===== src/rtl/vx_commit_arbiter.sv =====
// Commit stage: round-robin merge of execute-unit results onto one writeback bus; 1-cycle latency.
// Multi-beat results hold a lock on their source so instructions are never interleaved; no wb backpressure.
module vx_commit_arbiter #(
  parameter int NUM_SRC     = 4,
  parameter int NUM_THREADS = 4,
  parameter int XLEN        = 32,
  parameter int NW_BITS     = 2,
  parameter int NR_BITS     = 6,
  parameter int UUID_W      = 44,
  parameter int CTR_W       = 44
) (
  input  logic                              clk,
  input  logic                              reset_n,
  input  logic [NUM_SRC-1:0]                src_valid,
  output logic [NUM_SRC-1:0]                src_ready,
  input  logic [NUM_SRC*UUID_W-1:0]         src_uuid,
  input  logic [NUM_SRC*NW_BITS-1:0]        src_wid,
  input  logic [NUM_SRC*NUM_THREADS-1:0]    src_tmask,
  input  logic [NUM_SRC*XLEN-1:0]           src_pc,
  input  logic [NUM_SRC-1:0]                src_wb,
  input  logic [NUM_SRC*NR_BITS-1:0]        src_rd,
  input  logic [NUM_SRC*NUM_THREADS*XLEN-1:0] src_data,
  input  logic [NUM_SRC-1:0]                src_sop,
  input  logic [NUM_SRC-1:0]                src_eop,
  output logic                              wb_valid,
  output logic [UUID_W-1:0]                 wb_uuid,
  output logic [NW_BITS-1:0]                wb_wid,
  output logic [NUM_THREADS-1:0]            wb_tmask,
  output logic [XLEN-1:0]                   wb_pc,
  output logic [NR_BITS-1:0]                wb_rd,
  output logic [NUM_THREADS*XLEN-1:0]       wb_data,
  output logic                              wb_sop,
  output logic                              wb_eop,
  output logic                              retire_valid,
  output logic [CTR_W-1:0]                  retire_count
);

  localparam int GW = (NUM_SRC > 1) ? $clog2(NUM_SRC) : 1;
  localparam int DW = NUM_THREADS * XLEN;

  logic [GW-1:0]      rr_ptr_q, rr_ptr_d;
  logic               lock_q, lock_d;
  logic [GW-1:0]      lock_id_q, lock_id_d;
  logic [CTR_W-1:0]   cnt_q, cnt_d;
  logic               retire_q, retire_d;
  logic               wb_valid_q, wb_valid_d;

  logic [NUM_SRC-1:0] grant;
  logic [GW-1:0]      gid;
  logic               found;
  logic               fire;
  int                 idx;
  logic [GW-1:0]      idx_b;

  logic [UUID_W-1:0]      sel_uuid;
  logic [NW_BITS-1:0]     sel_wid;
  logic [NUM_THREADS-1:0] sel_tmask;
  logic [XLEN-1:0]        sel_pc;
  logic [NR_BITS-1:0]     sel_rd;
  logic [DW-1:0]          sel_data;
  logic                   sel_wb, sel_sop, sel_eop;

  logic [UUID_W-1:0]      wb_uuid_q;
  logic [NW_BITS-1:0]     wb_wid_q;
  logic [NUM_THREADS-1:0] wb_tmask_q;
  logic [XLEN-1:0]        wb_pc_q;
  logic [NR_BITS-1:0]     wb_rd_q;
  logic [DW-1:0]          wb_data_q;
  logic                   wb_sop_q, wb_eop_q;

  // Locked source owns the bus even while idle; otherwise scan from rr_ptr with wrap.
  always_comb begin
    grant = '0;
    gid   = '0;
    found = 1'b0;
    idx   = 0;
    idx_b = '0;
    if (lock_q) begin
      if (src_valid[lock_id_q]) begin
        grant[lock_id_q] = 1'b1;
        gid              = lock_id_q;
      end
    end else begin
      for (int i = 0; i < NUM_SRC; i++) begin
        idx = int'(rr_ptr_q) + i;
        if (idx >= NUM_SRC) idx = idx - NUM_SRC;
        idx_b = GW'(idx);
        if (!found && src_valid[idx_b]) begin
          found        = 1'b1;
          gid          = idx_b;
          grant[idx_b] = 1'b1;
        end
      end
    end
    if (!reset_n) grant = '0;
  end

  assign fire      = |grant;
  assign src_ready = grant;

  always_comb begin
    sel_uuid  = '0;
    sel_wid   = '0;
    sel_tmask = '0;
    sel_pc    = '0;
    sel_rd    = '0;
    sel_data  = '0;
    sel_wb    = 1'b0;
    sel_sop   = 1'b0;
    sel_eop   = 1'b0;
    for (int s = 0; s < NUM_SRC; s++) begin
      if (grant[s]) begin
        sel_uuid  = src_uuid[s*UUID_W +: UUID_W];
        sel_wid   = src_wid[s*NW_BITS +: NW_BITS];
        sel_tmask = src_tmask[s*NUM_THREADS +: NUM_THREADS];
        sel_pc    = src_pc[s*XLEN +: XLEN];
        sel_rd    = src_rd[s*NR_BITS +: NR_BITS];
        sel_data  = src_data[s*DW +: DW];
        sel_wb    = src_wb[s];
        sel_sop   = src_sop[s];
        sel_eop   = src_eop[s];
      end
    end
  end

  always_comb begin
    rr_ptr_d   = rr_ptr_q;
    lock_d     = lock_q;
    lock_id_d  = lock_id_q;
    cnt_d      = cnt_q;
    retire_d   = fire & sel_eop;
    wb_valid_d = fire & sel_wb;
    if (fire) begin
      rr_ptr_d = (gid == GW'(NUM_SRC - 1)) ? '0 : gid + 1'b1;
      if (sel_eop) begin
        lock_d = 1'b0;
        cnt_d  = cnt_q + 1'b1;
      end else if (sel_sop) begin
        lock_d    = 1'b1;
        lock_id_d = gid;
      end
    end
  end

  always_ff @(posedge clk or negedge reset_n) begin
    if (!reset_n) begin
      rr_ptr_q   <= '0;
      lock_q     <= 1'b0;
      lock_id_q  <= '0;
      cnt_q      <= '0;
      retire_q   <= 1'b0;
      wb_valid_q <= 1'b0;
    end else begin
      rr_ptr_q   <= rr_ptr_d;
      lock_q     <= lock_d;
      lock_id_q  <= lock_id_d;
      cnt_q      <= cnt_d;
      retire_q   <= retire_d;
      wb_valid_q <= wb_valid_d;
    end
  end

  // Payload only moves on fire so it holds the last beat while idle.
  always_ff @(posedge clk or negedge reset_n) begin
    if (!reset_n) begin
      wb_uuid_q  <= '0;
      wb_wid_q   <= '0;
      wb_tmask_q <= '0;
      wb_pc_q    <= '0;
      wb_rd_q    <= '0;
      wb_data_q  <= '0;
      wb_sop_q   <= 1'b0;
      wb_eop_q   <= 1'b0;
    end else if (fire) begin
      wb_uuid_q  <= sel_uuid;
      wb_wid_q   <= sel_wid;
      wb_tmask_q <= sel_tmask;
      wb_pc_q    <= sel_pc;
      wb_rd_q    <= sel_rd;
      wb_data_q  <= sel_data;
      wb_sop_q   <= sel_sop;
      wb_eop_q   <= sel_eop;
    end
  end

  assign wb_valid     = wb_valid_q;
  assign wb_uuid      = wb_uuid_q;
  assign wb_wid       = wb_wid_q;
  assign wb_tmask     = wb_tmask_q;
  assign wb_pc        = wb_pc_q;
  assign wb_rd        = wb_rd_q;
  assign wb_data      = wb_data_q;
  assign wb_sop       = wb_sop_q;
  assign wb_eop       = wb_eop_q;
  assign retire_valid = retire_q;
  assign retire_count = cnt_q;

`ifndef SYNTHESIS
  a_grant_onehot: assert property (@(posedge clk) disable iff (!reset_n) $onehot0(grant));
  a_eop_needs_sop: assert property (@(posedge clk) disable iff (!reset_n)
    (fire && sel_eop && !sel_sop) |-> lock_q);
`endif

endmodule


===== config.mk =====
export PLATFORM = sky130hd
export DESIGN_NAME = vx_commit_arbiter
export DESIGN_NICKNAME = d
export VERILOG_FILES = /design/src/rtl/vx_commit_arbiter.sv
export SDC_FILE = /design/constraint.sdc
export NUM_CORES = 1
export LEC_CHECK = 0
export CORE_AREA = 3 3 446 448
export DETAILED_ROUTE_END_ITERATION = 6
export DIE_AREA = 0 0 449 451
export GPL_ROUTABILITY_DRIVEN = 0
export GPL_TIMING_DRIVEN = 0
export PLACE_DENSITY_LB_ADDON = 0.3
export SETUP_SLACK_MARGIN = 0.4
export SKIP_LAST_GASP = 1
export SLEW_MARGIN = 20
export SYNTH_ARGS = -nofsm -noshare
export SYNTH_HDL_FRONTEND = slang
export SYNTH_SLANG_ARGS = --single-unit
export TNS_END_PERCENT = 20

===== constraint.sdc =====
create_clock -name clk -period 4.1 [get_ports clk]
set_input_delay 0.82 -clock clk [delete_from_list [all_inputs] [get_ports clk]]
set_output_delay 0.82 -clock clk [all_outputs]
set_load 0.01 [all_outputs]

-- Word level (Yosys, flattened, before mapping)
Cells that the tools add are included.
- bits in registers: 269
- output and inout bits: 268
- add/subtract/negate cells: 9
- magnitude comparators: 14
- equality and inequality tests: 1
- multiplexer cells: 89
- bitwise gates (word level): 6
- reductions and logical operators: 16
- operator list (operator ; number):
    two-way mux 128 bit ; 4
    two-way mux 44 bit ; 4
    two-way mux 32 bit ; 4
    two-way mux 4 bit ; 14
    adder 44 x 1 -> 44 bit (second input constant) ; 1
    two-way mux 2 bit ; 19
    two-way mux 1 bit ; 30
    two-way mux 6 bit ; 4
    < comparator 2 x 3 -> 1 bit (second input constant) ; 5
    bitwise OR 4 bit ; 3
    binary-select mux 1 bit (select 2 bit) ; 5
    demux 1 bit (select 2 bit) ; 5
    >= comparator 2 x 1 -> 1 bit (second input constant) ; 5
    >= comparator 3 bit (second input constant) ; 3
    logical AND 1 bit ; 8
    subtractor 2 x 1 -> 2 bit (second input constant) ; 4
    adder 2 x 2 -> 3 bit (second input constant) ; 2
    AND reduction 2 bit ; 2
    OR reduction 4 bit ; 1
    adder 2 x 1 -> 3 bit (second input constant) ; 1
    >= comparator 2 x 3 -> 1 bit (second input constant) ; 1
    zero test 1 bit ; 3
    AND reduction 3 bit ; 1
    adder 2 x 1 -> 2 bit (second input constant) ; 1
    other kinds (4) ; 5

-- Depth between registers and ports, before layout
Gate-level depths: netlist of the first run.
- depth after elaboration: 26
- mapped depth: 16

-- Worst setup path after synthesis of the first run
Ideal clock, no wire load.
- path type: flip-flop to output port
- start point: register rr_ptr_q[0]
- end point: output src_ready[3]
- arrival: 3041 ps
- data required time: 3280 ps
- path slack: 239 ps
- cell stages (with the launch flop): 14
- path buffers: 6
- path through: dfrtp_1 buf_4 buf_2 inv_1 ha_1 buf_4 mux4_2 inv_2 and4_1 o41ai_4 inv_2 buf_2 buf_2 clkbuf_1
- cells in the longest elaborated chain, start to end: 20
- elaborated cells between the ends (all ways): 71
- those cells by class: add/sub: 7; order compare: 12; mux: 39; bitwise: 3; reduce/logical: 10
- ends and longest elaborated chain (element ; RTL line ; source):
    start, declared ; 41 ; logic [GW-1:0] rr_ptr_q, rr_ptr_d;
    start signal, assigned ; 154 ; rr_ptr_q <= rr_ptr_d;
    parallel branches: the longest is 17 deep, another holds adder 2 x 1 -> 3 bit ; n/a ;
    two-way mux 4 bit (*) ; 88 ; if (!found && src_valid[idx_b]) begin
    two-way mux 4 bit (*) ; 78 ; if (lock_q) begin
    two-way mux 4 bit (*) ; 95 ; if (!reset_n) grant = '0;
    end, declared ; 15 ; output logic [NUM_SRC-1:0] src_ready,
Mark *: on every way between the ends. The select of a mux whose other input is x is not followed.

-- Worst setup path in the final report of the first run
Same ends and word-level chain as after synthesis.

==> results.json, run 1 <==
{
  "status": "complete, but fails checks",
  "violated_checks": "setup timing",
  "final-setup-viol-count": 1,
  "htree_levels": 2,
  "max-clock-path-buffers": 3,
  "die-area_sq_um": 202500,
  "crit_path_max_incr_delay_ps": 600,
  "timing.setup.critical_path_class": "reg -> out",
  "io-pin-count": 1150,
  "portBuffers": 1149,
  "clock-skew-final_ps": 17.37,
  "worst-slew-pin-transition_ps": 1044,
  "critical_path.reg2reg.startpoint": "rr_ptr_q[0]$_DFFE_PN0P_",
  "sequential_element_share_of_the_synthesized_area": 0.4320,
  "crit_path_top_delay_cell": "mux4_2",
  "vias": 20730,
  "detail_route.drc_violations": 0,
  "drtAntennaViolNets": 0,
  "power_density_nw_per_um2": 793.9,
  "share_of_final_layout_standard_cells_stronger_than_drive_strength_1": 0.1332,
  "critical_path_required_ps": 3280,
  "drt_pre_antenna_iters": 5,
  "grt_pass1_vias": 20900,
  "ys_top_cells_by_area": "dfrtp_1 43%, a221o_1 14%, a211oi_1 11%",
  "cts_made_buffers": 42,
  "number_of_antenna_violations_at_the_first_check_in_global_routing": 91,
  "synthesis.nets": 2459,
  "detailroute.wirelength.met2_um": 86900,
  "fin_nets": 3710,
  "top_signal_layer_used": "met5",
  "synth.ff_latch_count": 269,
  "grt_first_pass_wirelength_um": 220400,
  "clk_pin_slew_worst_paths_ps": 60,
  "slew-limit-headroom": 0.3015,
  "chipHeight_um": 451,
  "rr_endpoint": "wb_data[65]$_DFFE_PN0P_",
  "cts_tree": "built",
  "timing.critical_path.fanout_max": 6,
  "met1Wirelength_um": 67510,
  "cell_taking_the_most_area_after_synthesis": "dfrtp_1",
  "synth.yosys.warnings": 0,
  "cp.arrival_ps": 3330,
  "ys_types": 60,
  "synth_common_cells": "269 x dfrtp_1, 227 x nor2_1, 218 x a211oi_1, 218 x a221o_1, 216 x a22oi_1",
  "setup_slack_ps": -47.96,
  "area_of_the_mapped_netlist_sq_um": 15580,
  "overall_routed_net_length_um": 174300,
  "viasPerCell": 3.781,
  "synth_flop_cell": "dfrtp_1",
  "synth_top_cell_area_share": 0.4320,
  "hold_violations": 0,
  "rsz0062_at_grt": "yes",
  "areaGrowthSynthToFinish_pct": 115.6,
  "layout_worst_path_cycle_share": 1.012,
  "initialDrtViolationCount": 1889,
  "floorplan.initialDensity": 0.07991,
  "power_leakage_uw": 0.01220,
  "cell_count_after_synthesis": 1568,
  "post_drt_wl_per_cell_um": 31.80,
  "met3_length_um": 14080,
  "timing.critical_path.mode_cell": "buf_6",
  "cts.sinks": 269,
  "cts-root-buf": "clkbuf_16",
  "cp-start-kind": "register",
  "worst_ir_drop_vdd_mv": 0.4053,
  "cp-end-kind": "output port",
  "hold_ws_ps": 186.1,
  "max_freq_mhz": 241.1,
  "post-place-ws_ps": -2013,
  "pin_count_of_the_biggest_net_entering_global_routing": 77,
  "r2r_slack_ps": 180,
  "layout.filler_cells": 21920,
  "async_flop_share": 1.000,
  "report.power.total_uw": 26670,
  "die_x_um": 449,
  "r2r_cells": 16,
  "synth_edf_count": 0,
  "hpwl_um": 149100,
  "finalWorstPathRequiredPeriod_ps": 4148,
  "globalRouteTotalUtil": 0.1638,
  "hold_crit_path_type": "in -> async",
  "postSynthAreaPerCell_sq_um": 9.937,
  "total_number_of_placement_rows": 162,
  "core_area_sq_um": 195000,
  "gr-total-overflow": 0,
  "area_used_by_multi_input_combinational_logic_sq_um": 8356,
  "path_cells": "buf_6, buf_8, inv_8, ha_4, buf_6, mux4_2, nand2_2, mux2i_2, o41ai_4, inv_2, buf_12, buf_16, clkbuf_16, buf_6",
  "post-synth-top-count-cell": "dfrtp_1",
  "drv_cap": 0,
  "layout.area.seq_sq_um": 6734,
  "insertion_delay_ps": 630,
  "report.final.slew_viol_count": 0
}
==> worst max-delay path, delay by kind of cell, from the launching register on <==
kind	cells	cell delay (ps)
compound gates	1	290
fa+ha+maj	1	250
buf+inv	9	970
flops	1	370
mux	2	680
simple gates	1	110
==> layout make-up <==
cell class              instances  area share
diodes                         12   0.0008938
clock inverters                16    0.007002
multi-input cells            1098      0.2487
plain buffers                 184     0.04588
flip-flops and latches        269      0.2004
inverters                      16    0.002197
clock buffers                  55     0.03512
well taps                    2624     0.09772
repair buffers               1208      0.3620
==> metrics by stage <==
| stage | instances | TNS [ps] | util | cell area, sq um |
|---|---|---|---|---|
| floorplan | 1568 | 0 | - | 15610 |
| global placement | 5341 | -6939760 | 0.1559 | 30400 |
| detailed placement | 5346 | -277330 | 0.1568 | 30570 |
| CTS | 5452 | -143.0 | 0.1695 | 33050 |
| global route | 5479 | -221.5 | 0.1723 | 33590 |
| finish | 5482 | -47.96 | 0.1723 | 33600 |
==> layout by cell type (no fill, tap or decap), drive strengths merged, types with 2 or more instances in the layout <==
cell type / netlist / final
o21ai: 7 / 7
a41o: 2 / 2
ha: 9 / 9
diode: 0 / 12
a22oi: 216 / 216
o41ai: 2 / 2
nand2b: 3 / 3
a21oi: 5 / 5
a211oi: 218 / 218
nand2: 24 / 24
a221o: 218 / 218
mux2i: 6 / 6
a21boi: 4 / 4
o311ai: 3 / 3
mux2: 5 / 5
nand3: 14 / 14
o31ai: 2 / 2
nor4: 9 / 9
nand4: 28 / 28
clkinv: 0 / 7
inv: 16 / 17
dfrtp: 269 / 269
nor3: 6 / 6
buf: 90 / 160
bufinv: 0 / 4
nor2: 228 / 228
clkbuf: 95 / 141
and3: 10 / 10
and4: 6 / 6
nand3b: 4 / 4
clkinvlp: 0 / 4
and2: 6 / 6
nor4b: 2 / 2
clkdlybuf4s50: 0 / 1144
xnor2: 36 / 36
xor2: 8 / 8
==> where the power goes <==
group | switching, uW | total [uW] | internal (uW)
Sequential | 941 | 4910 | 3970
Combinational | 10200 | 17900 | 7710
Clock | 1600 | 3880 | 2280
Total | 12700 | 26700 | 14000
==> cell families after synthesis <==
family / count (synthesis) / share of synthesized area
AO/OA/AOI/OAI: 688 / 0.3698
AND/OR/NAND/NOR: 345 / 0.1024
flip-flops: 269 / 0.4320
buffers and inverters: 201 / 0.05493
XOR/XNOR: 44 / 0.02473
multiplexers: 12 / 0.008913
adder cells (fa/ha/maj): 9 / 0.007227
==> sequential cells by signal, indices dropped and copies added, names as in the netlist, 2 cells and up <==
name	count
wb_tmask	4
wb_data	128
wb_uuid	44
lock_id_q	2
wb_wid	2
wb_rd	6
retire_count	44
wb_pc	32
rr_ptr_q	2
==> how the worst max path moves through the flow <==
stage | from | end | cells past startpoint
finish | rr_ptr_q[0]$_DFFE_PN0P_ | src_ready[3] | 14
global route | rr_ptr_q[0]$_DFFE_PN0P_ | src_ready[3] | 14
CTS | rr_ptr_q[0]$_DFFE_PN0P_ | src_ready[3] | 14
detailed placement | src_valid[1] | wb_data[113]$_DFFE_PN0P_ | 12
global placement | reset_n | wb_data[111]$_DFFE_PN0P_ | 7
floorplan | rr_ptr_q[0]$_DFFE_PN0P_ | src_ready[3] | 13
==> per-layer routing <==
metal | vias to the layer above | global-route usage
li1 | 8888 | -
met5 | - | 0
met2 | 1003 | 0.2881
met4 | 60 | 0.04380
met3 | 295 | 0.05278
met1 | 10480 | 0.1902
==> timing repair <==
action	4_1_cts	5_1_grt
gates resized for setup	225	223
pin swaps	29	19
hold endpoints to repair	18	0
buffers inserted	34	17
hold buffers	1	0
setup endpoints to repair	273	268
gates cloned	1	1
No activity file was read; power rests on OpenSTA's default activity.
==> run 2, diff against run 1 <==
Settings changed: SETUP_SLACK_MARGIN 0.4 to default.
==> run 2 against run 1 <==
Net effect:
- the flow finishes with violations (DRC)
- worst hold slack improved by 28 ps
- register-to-register slack got worse by 110 ps
- die area did not move
- largest cell class unchanged
- largest power group unchanged
- critical path type is now in -> reg
- non-clock buffer count fell by 29
- combinational power fell by 8%
- core utilization fell by 0.59 points
- sequential power rose by 1%
- sequential share of layout area rose by 0.70 points
==> results.json, run 2 (synthesized netlist as in run 1, its figures left out) <==
{
  "overall_routed_net_length_um": 161900,
  "portBuffers": 1149,
  "slew-limit-headroom": 0.2343,
  "crit_path_top_delay_cell": "clkbuf_1",
  "pin_count_of_the_biggest_net_entering_global_routing": 82,
  "cp-end-kind": "register",
  "report.final.slew_viol_count": 0,
  "violated_checks": "DRC",
  "dpl.cell_count": 5346,
  "grt_first_pass_wirelength_um": 205300,
  "fin_nets": 3679,
  "power_leakage_uw": 0.01171,
  "areaGrowthSynthToFinish_pct": 108.3,
  "mostFrequentLayoutCells": "1,143 x clkdlybuf4s50_1, 267 x dfrtp_1, 227 x nor2_1, 218 x a221o_1, 216 x a22oi_1",
  "htree_levels": 2,
  "timing.critical_path.fanout_max": 10,
  "path_cells": "clkdlybuf4s50_1, buf_4, or3b_1, a211o_4, a21boi_1, o41ai_4, inv_2, buf_12, buf_4, clkbuf_2, clkbuf_1, a221o_1",
  "clock-skew-final_ps": 26.46,
  "r2r_slack_ps": 70,
  "share_of_final_layout_standard_cells_stronger_than_drive_strength_1": 0.08978,
  "detail_route.drc_violations": 10,
  "final-setup-viol-count": 0,
  "drv_cap": 0,
  "critical_path_required_ps": 4640,
  "cp.arrival_ps": 4590,
  "post-place-ws_ps": -2123,
  "timing.setup.critical_path_class": "in -> reg",
  "grt_pass1_vias": 20310,
  "cts_made_buffers": 40,
  "vias": 20550,
  "timing.critical_path.mode_cell": "buf_4",
  "cts_tree": "built",
  "floorplan.initialDensity": 0.07991,
  "hold_crit_path_type": "in -> async",
  "globalRouteTotalUtil": 0.1517,
  "number_of_antenna_violations_at_the_first_check_in_global_routing": 54,
  "io-pin-count": 1150,
  "worst-slew-pin-transition_ps": 1149,
  "post_drt_wl_per_cell_um": 29.68,
  "die_x_um": 449,
  "post_layout_nonfiller_instances": 5454,
  "insertion_delay_ps": 630,
  "cts.sinks": 269,
  "setup_slack_ps": 44.58,
  "cp-start-kind": "primary input",
  "crit_path_max_incr_delay_ps": 720,
  "layout_worst_path_cycle_share": 0.9891,
  "core_area_sq_um": 195000,
  "drt_pre_antenna_iters": 7,
  "gr-total-overflow": 0,
  "rsz0062_at_grt": "yes",
  "cts-root-buf": "clkbuf_16",
  "rr_endpoint": "wb_pc[31]$_DFFE_PN0P_",
  "total_number_of_placement_rows": 162,
  "finalWorstPathRequiredPeriod_ps": 4055,
  "chipHeight_um": 451,
  "die-area_sq_um": 202500,
  "hold_violations": 0,
  "r2r_cells": 15,
  "largest_register_ff_count": 128,
  "status": "complete, but fails checks",
  "hpwl_um": 138600,
  "power_density_nw_per_um2": 781.4,
  "clk_pin_slew_worst_paths_ps": 50,
  "drtAntennaViolNets": 0,
  "initialDrtViolationCount": 1958,
  "critical_path.reg2reg.startpoint": "rr_ptr_q[0]$_DFFE_PN0P_",
  "mostFrequentLayoutCell": "clkdlybuf4s50_1",
  "worst_ir_drop_vdd_mv": 0.2763,
  "max_freq_mhz": 246.6,
  "viasPerCell": 3.767,
  "max-clock-path-buffers": 3
}
[run 2: cell types whose count changed in the layout (fill, tap and decap cells not counted), moves of 9 or more]
cell	delta
clkbuf_1	+39
buf_4	-33
a211oi_1	+31
buf_2	+26
a211oi_2	-25
buf_6	-22
a22oi_1	+15
a22oi_2	-15
buf_12	-13
clkbuf_4	-12
buf_1	+9
[run 2: worst max-delay path by stage]
| stage | slack [ps] | to | depth (start not counted) | start |
|---|---|---|---|---|
| 2_1_floorplan | 240 | src_ready[3] | 13 | rr_ptr_q[0]$_DFFE_PN0P_ |
| 6_report | 40 | wb_data[81]$_DFFE_PN0P_ | 12 | src_valid[0] |
| 3_3_place_gp | -13820 | wb_uuid[28]$_DFFE_PN0P_ | 7 | reset_n |
| 5_1_grt | -50 | src_ready[3] | 13 | rr_ptr_q[0]$_DFFE_PN0P_ |
| 4_1_cts | -130 | src_ready[3] | 14 | rr_ptr_q[0]$_DFFE_PN0P_ |
| 3_5_place_dp | -2120 | src_ready[3] | 11 | src_valid[1] |
[run 2: final cells by class]
class | count | area, sq um
diodes | 12 | 30.03
plain buffers | 184 | 1005
clock buffers | 52 | 1116
clock inverters | 20 | 319.1
fillers | 21990 | 162500
inverters | 16 | 67.56
multi-input cells | 1098 | 8078
flip-flops and latches | 269 | 6734
well taps | 2624 | 3283
repair buffers | 1179 | 11820
[run 2: report_power, final]
part	leakage [uW]	internal [uW]	switching [uW]
Combinational	0.00772	6710	9770
Clock	0.000706	2370	1530
Sequential	0.00328	3970	1010
[run 2: critical path: cells and delay by family]
family	cells	cell delay (ps)
AOI/OAI and AO/OA	4	1070
buffers and inverters	7	2270
and+or+nand+nor	1	390
[run 2: routing by layer]
layer  global-route usage  share of wire
met1               0.1791           0.39
met2               0.2547           0.48
met3              0.06026           0.10
met4              0.03934          0.026
met5                    0         0.0019
[run 2: stage by stage]
| step | total power, uW | TNS (ps) | utilization | hold slack (ps) | cell area [sq um] |
|---|---|---|---|---|---|
| 2_1_floorplan | 11780 | 0 | - | 503.9 | 15580 |
| 3_3_place_gp | 21180 | -6833090 | 0.1557 | 464.0 | 30370 |
| 3_5_place_dp | 21220 | -351280 | 0.1565 | 461.4 | 30520 |
| 4_1_cts | 25770 | -448.9 | 0.1660 | 167.9 | 32370 |
| 5_1_grt | 26740 | -115.1 | 0.1663 | 216.2 | 32430 |
| 6_report | 25360 | 0 | 0.1664 | 213.9 | 32450 |
[run 2: what timing repair did]
item | in CTS | in global routing
setup buffers | 23 | 2
resized for setup | 93 | 35
pin swaps | 5 | 3
endpoints found under the setup margin | 273 | 187
hold buffers | 0 | 0
